$ cat src/rtl/writeback_stage_pkg.sv
`default_nettype none
// ============================================================================
// Module      : writeback_stage_pkg
// Description : Constants and types for the LEGv8 writeback stage. The load
//               opcodes and the zero-register number are also used by the
//               decode and control stages.
// Ports       : none (package)
// Revision    : 1.0 - initial release
// ============================================================================
package writeback_stage_pkg;

  // instruction[31:21] encodings of the load family
  localparam logic [10:0] OP_LDUR   = 11'h7C2;
  localparam logic [10:0] OP_LDURB  = 11'h1C2;
  localparam logic [10:0] OP_LDURH  = 11'h3C2;
  localparam logic [10:0] OP_LDURSW = 11'h5C4;

  // XZR: writes to it are architecturally discarded
  localparam logic [4:0]  XZR       = 5'd31;

  // One buffered register write
  typedef struct packed {
    logic [4:0]  dest;
    logic [63:0] data;
  } wb_entry_t;

endpackage : writeback_stage_pkg
`default_nettype wire

$ cat src/rtl/wb_load_extend.sv
`default_nettype none
// ============================================================================
// Module      : wb_load_extend
// Description : Combinational load-data narrowing/extension selected by the
//               load opcode. Unknown opcodes pass the full doubleword.
// Ports       : op_code_i  [10:0] instruction[31:21]
//               mem_data_i [63:0] raw doubleword from data memory
//               data64_o   [63:0] extended load value
// Revision    : 1.0 - initial release
// ============================================================================
module wb_load_extend
  import writeback_stage_pkg::*;
(
  input  logic [10:0] op_code_i,
  input  logic [63:0] mem_data_i,
  output logic [63:0] data64_o
);

  always_comb begin
    data64_o = mem_data_i;
    case (op_code_i)
      OP_LDURB:  data64_o = {56'd0, mem_data_i[7:0]};
      OP_LDURH:  data64_o = {48'd0, mem_data_i[15:0]};
      OP_LDURSW: data64_o = {{32{mem_data_i[31]}}, mem_data_i[31:0]};
      default:   data64_o = mem_data_i;
    endcase
  end

endmodule : wb_load_extend
`default_nettype wire

$ cat src/rtl/writeback_stage.sv
`default_nettype none
// ============================================================================
// Module      : writeback_stage
// Description : Final LEGv8 pipeline stage. Accepts completed instructions
//               over valid/ready, selects ALU or extended load data, buffers
//               the result in a small FIFO and retires at most one register
//               write per cycle when the write port is granted.
// Ports       : clk, reset            clock / synchronous active-high reset
//               in_valid, in_ready    memory-stage handshake
//               in_op_code [10:0]     instruction[31:21]
//               in_dest_reg [4:0]     destination register
//               in_reg_write          instruction writes a register
//               in_mem_to_reg         1 = load data, 0 = ALU result
//               in_alu_result [63:0]  ALU result
//               in_mem_data [63:0]    raw load doubleword
//               wb_grant              register-file write port available
//               reg_write             write enable pulse (registered)
//               write_reg [4:0]       write address (registered)
//               write_data [63:0]     write data (registered)
//               retired_count [31:0]  writes issued since reset
// Revision    : 1.0 - initial release
// ============================================================================
module writeback_stage
  import writeback_stage_pkg::*;
#(
  parameter int DEPTH = 2
) (
  input  logic        clk,
  input  logic        reset,
  input  logic        in_valid,
  output logic        in_ready,
  input  logic [10:0] in_op_code,
  input  logic [4:0]  in_dest_reg,
  input  logic        in_reg_write,
  input  logic        in_mem_to_reg,
  input  logic [63:0] in_alu_result,
  input  logic [63:0] in_mem_data,
  input  logic        wb_grant,
  output logic        reg_write,
  output logic [4:0]  write_reg,
  output logic [63:0] write_data,
  output logic [31:0] retired_count
);

  localparam int AW = $clog2(DEPTH);
  localparam int CW = AW + 1;

  // --------------------------------------------------------------------------
  // Result selection
  // --------------------------------------------------------------------------
  logic [63:0] load_data;
  wb_entry_t   new_entry;

  wb_load_extend u_load_extend (
    .op_code_i  (in_op_code),
    .mem_data_i (in_mem_data),
    .data64_o   (load_data)
  );

  always_comb begin
    new_entry.dest = in_dest_reg;
    new_entry.data = in_mem_to_reg ? load_data : in_alu_result;
  end

  // --------------------------------------------------------------------------
  // FIFO control
  // --------------------------------------------------------------------------
  wb_entry_t       fifo_q [DEPTH];
  logic [AW-1:0]   wr_ptr_q, wr_ptr_d;
  logic [AW-1:0]   rd_ptr_q, rd_ptr_d;
  logic [CW-1:0]   count_q,  count_d;

  logic accept;
  logic push;
  logic pop;

  // Ready is based on the registered count only; a same-cycle pop never
  // opens a slot, which keeps ready off the grant path.
  assign in_ready = (count_q < CW'(DEPTH));
  assign accept   = in_valid && in_ready;
  // Non-writing instructions and XZR writes are consumed but never buffered.
  assign push     = accept && in_reg_write && (in_dest_reg != XZR);
  assign pop      = (count_q != '0) && wb_grant;

  always_comb begin
    wr_ptr_d = wr_ptr_q;
    rd_ptr_d = rd_ptr_q;
    count_d  = count_q;
    if (push) wr_ptr_d = wr_ptr_q + AW'(1);
    if (pop)  rd_ptr_d = rd_ptr_q + AW'(1);
    case ({push, pop})
      2'b10:   count_d = count_q + CW'(1);
      2'b01:   count_d = count_q - CW'(1);
      default: count_d = count_q;
    endcase
  end

  // Storage carries no reset: entries are only ever read below count_q.
  always_ff @(posedge clk) begin
    if (push) fifo_q[wr_ptr_q] <= new_entry;
  end

  // --------------------------------------------------------------------------
  // Pointers, count and registered write-port outputs
  // --------------------------------------------------------------------------
  logic        reg_write_q;
  logic [4:0]  write_reg_q;
  logic [63:0] write_data_q;
  logic [31:0] retired_count_q;

  always_ff @(posedge clk) begin
    if (reset) begin
      wr_ptr_q        <= '0;
      rd_ptr_q        <= '0;
      count_q         <= '0;
      reg_write_q     <= 1'b0;
      write_reg_q     <= '0;
      write_data_q    <= '0;
      retired_count_q <= '0;
    end else begin
      wr_ptr_q    <= wr_ptr_d;
      rd_ptr_q    <= rd_ptr_d;
      count_q     <= count_d;
      reg_write_q <= pop;
      if (pop) begin
        // Address/data hold their last values between retires.
        write_reg_q     <= fifo_q[rd_ptr_q].dest;
        write_data_q    <= fifo_q[rd_ptr_q].data;
        retired_count_q <= retired_count_q + 32'd1;
      end
    end
  end

  assign reg_write     = reg_write_q;
  assign write_reg     = write_reg_q;
  assign write_data    = write_data_q;
  assign retired_count = retired_count_q;

endmodule : writeback_stage
`default_nettype wire
$ cat config.mk
export PLATFORM = sky130hd
export DESIGN_NAME = writeback_stage
export DESIGN_NICKNAME = d
export VERILOG_FILES = /design/src/rtl/writeback_stage_pkg.sv /design/src/rtl/wb_load_extend.sv /design/src/rtl/writeback_stage.sv
export SDC_FILE = /design/constraint.sdc
export NUM_CORES = 1
export LEC_CHECK = 0
export ABC_AREA = 1
export CAP_MARGIN = 15
export CORE_ASPECT_RATIO = 0.6
export CORE_MARGIN = 4
export CORE_UTILIZATION = 50
export DETAILED_ROUTE_END_ITERATION = 7
export PLACE_DENSITY = 0.84
export SYNTH_ARGS = -nofsm -noshare
export SYNTH_HDL_FRONTEND = slang
export SYNTH_SLANG_ARGS = --single-unit
$ cat constraint.sdc
create_clock -name clk -period 6.9 [get_ports clk]
set_input_delay 1.38 -clock clk [delete_from_list [all_inputs] [get_ports clk]]
set_output_delay 1.38 -clock clk [all_outputs]
set_load 0.1 [all_outputs]
# Yosys cells after proc, flatten, opt, wreduce, memory -nomap -nowiden
# Memory sizes are Yosys's and may differ from the RTL's. A register that Yosys moved wholly into a read port is not among the register bits.
# Index checks and enable logic that the tools add are counted.
[totals]
out_inout_bits = 103
ram_bits = 138
input_bits = 150
wordCells = 29
regBits = 37
memories = 1
[mem_list]
columns = ["memory", "depth", "word_bits", "read_ports", "rd_ports_with_merged_regs", "write_ports", "line_no", "rtl"]
rows = [
  ["fifo_q", 2, 69, 1, 1, 1, "writeback_stage.sv:68", "wb_entry_t fifo_q [DEPTH];"],
]
[classes]
n_addsub = 5
n_reduce_logical = 6
magnitude_cmp = 1
eq_ne = 6
muxes = 5
[ops]
columns = ["operator", "count"]
rows = [
  ["$pmux W64 S3", 1],
  ["$mux W64", 1],
  ["$add A32 B1 Y32 const B", 1],
  ["$eq A11 B10 Y1 const B", 1],
  ["$eq A11 B11 Y1 const B", 1],
  ["$eq A11 B9 Y1 const B", 1],
  ["$ne A5 B5 Y1 const B", 1],
  ["$logic_and A1 B1 Y1", 4],
  ["$pmux W2 S2", 1],
  ["$reduce_bool A2 Y1", 2],
  ["$add A1 B1 Y1 const B", 2],
  ["$add A2 B1 Y2 const B", 1],
  ["$eq A2 B1 Y1 const B", 1],
  ["$eq A2 B2 Y1 const B", 1],
  ["$lt A2 B2 Y1 const B", 1],
  ["$mux W1", 2],
  ["$sub A2 B1 Y2 const B", 1],
]

# Depth between registers and ports, before layout
[depth]
word_depth = 6
depth_mapped = 10

# Hierarchy
# A second synthesis with hierarchy kept.
[unflattened]
cells_unflattened = 1077
area_unflattened_um2 = 10543.9
[by_module_without_submodules]
columns = ["module", "instances", "area_each_um2", "cells_each", "seq_area_each_um2"]
rows = [
  ["writeback_stage", 1, 9754.4, 910, 6266.0],
  ["wb_load_extend", 1, 789.5, 167, 0.0],
]

# Worst setup path after synthesis
# OpenSTA, ideal clock, no wires.
[synth_path]
path_kind = "input to register"
start = "input port in_reg_write"
end = "memory fifo_q[0][0] in the netlist's numbering, enable pin"
arrival_ns = 4.574
setup_slack_ns = 1.830
t_required_ns = 6.404
setup_ns = 0.496
stages = 3
path_cell_list = "nand3_1 > a21o_1 > nor2_1"
[synth_between]
elab_chain_cells = 4
[synth_rtl]
columns = ["item", "line_no", "rtl"]
rows = [
  ["from (decl)", "writeback_stage.sv:34", "input logic in_reg_write,"],
  ["$logic_and A1 B1 Y1 (2 in series)", "writeback_stage.sv:82", "assign push = accept && in_reg_write && (in_dest_reg != XZR);"],
  ["$mux W1", "writeback_stage.sv:100", "if (push) fifo_q[wr_ptr_q] <= new_entry;"],
  ["$mux W1 (not written as such)", "writeback_stage.sv:100", ""],
  ["to (decl)", "writeback_stage.sv:68", ""],
]
# Every way passes these cells.

==> qor.yml <==
outcome:
  status: "completed"
placement:
  placed_area_mm2: 0.0128
  place_ws_ns: 2.79
  portBuffers: 252
  gp_routability_congestion: 0.920
  dp_hpwl_um: 18400
synthesis:
  synth-adder-area-share_pct: 0.248
  synthArstFlopShare_pct: 0
  synth_cell_types: 29
  postSynthAreaPerCell_um2: 9.22
  ys_seq_area_share_pct: 62.0
  ys.flop_type: "edfxtp_1"
  netlist_instances: 1096
  synthSimpleGateAreaFrac_pct: 21.5
  synth_compound_area_share_pct: 10.9
  syn_area_mm2: 0.0101
  synth-seq-cells: 244
  synth_edf_count: 138
  synthXorXnorAreaFrac_pct: 0.260
  synth_top_family_by_area: "simple AND/OR/NAND/NOR gates"
  syn-num-nets: 1248
  synth.mux.area_fraction_pct: 0
  yosysWarnings: 0
timing:
  setup-violations-final: 0
  hold_viol_final: 0
  setup_slack_ns: 3.27
  relSlewSlack_pct: 24.0
  tightest_slew_ns: 1.14
  final_max_slew_viol_count: 0
  fmax_ghz: 0.275
  min_period_ns: 3.63
  post-route-period-util_pct: 52.6
  skew_ns: 0.0101
  fin_tns_setup_ns: 0
  rsz0062_at_grt: "false"
worst_setup_path:
  slowest_stage: "nand3_2"
  crit_chain: "clkdlybuf4s50_1, nand2_1, nor2_1, nand3_2, nand3_1, nand2_2, nand3_1, nand2_1"
  end_kind: "register"
  cp_slowest_stage_delay_ns: 0.81
  path_class: "in -> reg"
  worstPathRequired_ns: 7.14
  start_kind: "input pin"
  crit_arrival_ns: 3.87
  critPathMaxFanout: 41
clocking:
  cts_buffer_depth: 3
  cts_resized: 0
  post-cts-setup-buffer-count: 0
  clock-sinks: 244
  cts_hold_buf: 0
  clockRootBuffer: "clkbuf_16"
  cts_tree: "yes"
  htreeDepth: 1
  clkTransAtPathRegs_ns: 0.07
  insertion_delay_ns: 0.50
  numCtsBuffers: 22
layout:
  largest_reg_flops: 138
  final_nets: 1469
  antenna_cells: 0
  fin_area_mm2: 0.0135
  nFillCells: 1515
  drive_gt1_share_pct: 4.43
  area_delta_synth_final_pct: 33.9
  regMostFlops: "fifo_q"
global_routing:
  grt_start_max_net_pins: 87
  overflow: 0
  grt_antenna_before_repair: 0
  grt_pass1_vias: 8420
  grt_pass1_wl_um: 43700
  gr-usage-all-layers_pct: 23.7
drt:
  totalWireLength_um: 28200
  drt_iter0_drc: 781
  wl_per_cell_um: 17.6
  via_count: 8787
  dr.pass1.iters: 5
  viasPerCell: 5.50
  post-route-drc-count: 0
  antenna_left: 0
floorplan:
  rows: 39
  die_h_um: 118
  pin_count: 253
  dieWidth_um: 192
  start_util_pct: 52.0
  die_area_mm2: 0.0226
  coreArea_mm2: 0.0194
power_and_ir_drop:
  power_density_mw_per_mm2: 370
  ir_drop_mv: 0.238
  leakage_uw: 0.00506
flow_run:
  cap_violations: 0
worst_hold_path:
  hold_class: "reg -> reg"
[worst max-delay path, delay by kind of cell]
| family | cells | cell delay (ns) |
|---|---|---|
| buffers and inverters | 1 | 0.46 |
| AND/OR/NAND/NOR | 7 | 2.03 |
[cell type report]
class	instances	area, µm²	area share (%)
Multi-Input combinational cell	726	3350	24.8
Clock inverter	8	156	1.16
Inverter	61	229	1.69
Timing Repair Buffer	262	2590	19.2
Clock buffer	32	598	4.42
Sequential cell	244	6270	46.3
Tap cell	266	333	2.46
[through the flow]
| step | utilization, % | std cells | power [µW] | hold slack (ns) |
|---|---|---|---|---|
| after floorplan | - | 1096 | 3240 | 0.460 |
| after global placement | 65.8 | 1559 | 3730 | 0.459 |
| after detailed placement | 65.8 | 1559 | 3750 | 0.463 |
| after CTS | 69.7 | 1599 | 5030 | 0.504 |
| after global routing | 69.7 | 1599 | 5190 | 0.547 |
| final | 69.7 | 1599 | 5010 | 0.513 |
[kinds of logic (layout without fill, tap and decap cells)]
group | Yosys count | count (layout)
AOI/OAI and AO/OA | 202 | 202
xor gates and xnor gates | 3 | 3
adders and majority gates | 2 | 2
buffers and inverters | 126 | 363
DFF | 244 | 244
and+or+nand+nor | 519 | 519
[cells in the mapped netlist, types with 2 or more instances]
cell type  number  share of area [%]
nand2_1       296                 11
edfxtp_1      138                 41
nor2_1        108                4.0
dfxtp_1       106                 21
o21ai_0        84                4.2
a31oi_1        69                4.3
inv_1          58                2.2
nand3_1        54                2.7
a21oi_1        47                2.3
clkbuf_1       47                1.7
nand4_1        41                2.5
buf_2           9               0.45
nor3_1          7               0.35
buf_1           5               0.19
nand2_2         4               0.25
buf_6           3               0.33
nor2_2          3               0.19
xor2_1          3               0.26
ha_1            2               0.25
inv_2           2              0.074
nand3b_1        2               0.15
[power by group]
group          leakage [µW]  internal (µW)  switching, µW
clock              0.000357            757            521
combinational       0.00258            431           1460
sequential          0.00213           1740           97.7
[cell usage in the layout, fill, tap and decap left out, types with 2 or more instances in the layout]
cell	n
a21oi_1	47
a31oi_1	69
buf_4	10
bufinv_16	4
clkbuf_1	9
clkbuf_16	22
clkdlybuf4s50_1	251
clkinvlp_4	2
dfxtp_1	105
edfxtp_1	138
ha_1	2
inv_1	58
inv_2	3
nand2_1	296
nand2_2	4
nand3_1	53
nand3b_1	2
nand4_1	41
nor2_1	106
nor2_2	2
nor2_4	4
nor3_1	7
o21ai_0	84
xor2_1	3
[final timing paths]
check / start / to / slack (ns) / cells after the start
max reg2reg: count_q[1] / fifo_q[0][48] / 4.42 / 5
max: in_op_code[7] / fifo_q[0][25] / 3.27 / 8
min reg2reg: retired_count[6] / retired_count[6] / 0.51 / 2
min: retired_count[6] / retired_count[6] / 0.51 / 2
[layer usage]
layer  routed length, µm  up-vias  GRT usage, %
li1                    -     4202             -
met1               12100     4137          33.2
met2               12800      399          37.6
met3                2620       49          5.07
met4                 673        0          6.55
met5                   0        -             0
(Power assumes the default switching activity.)
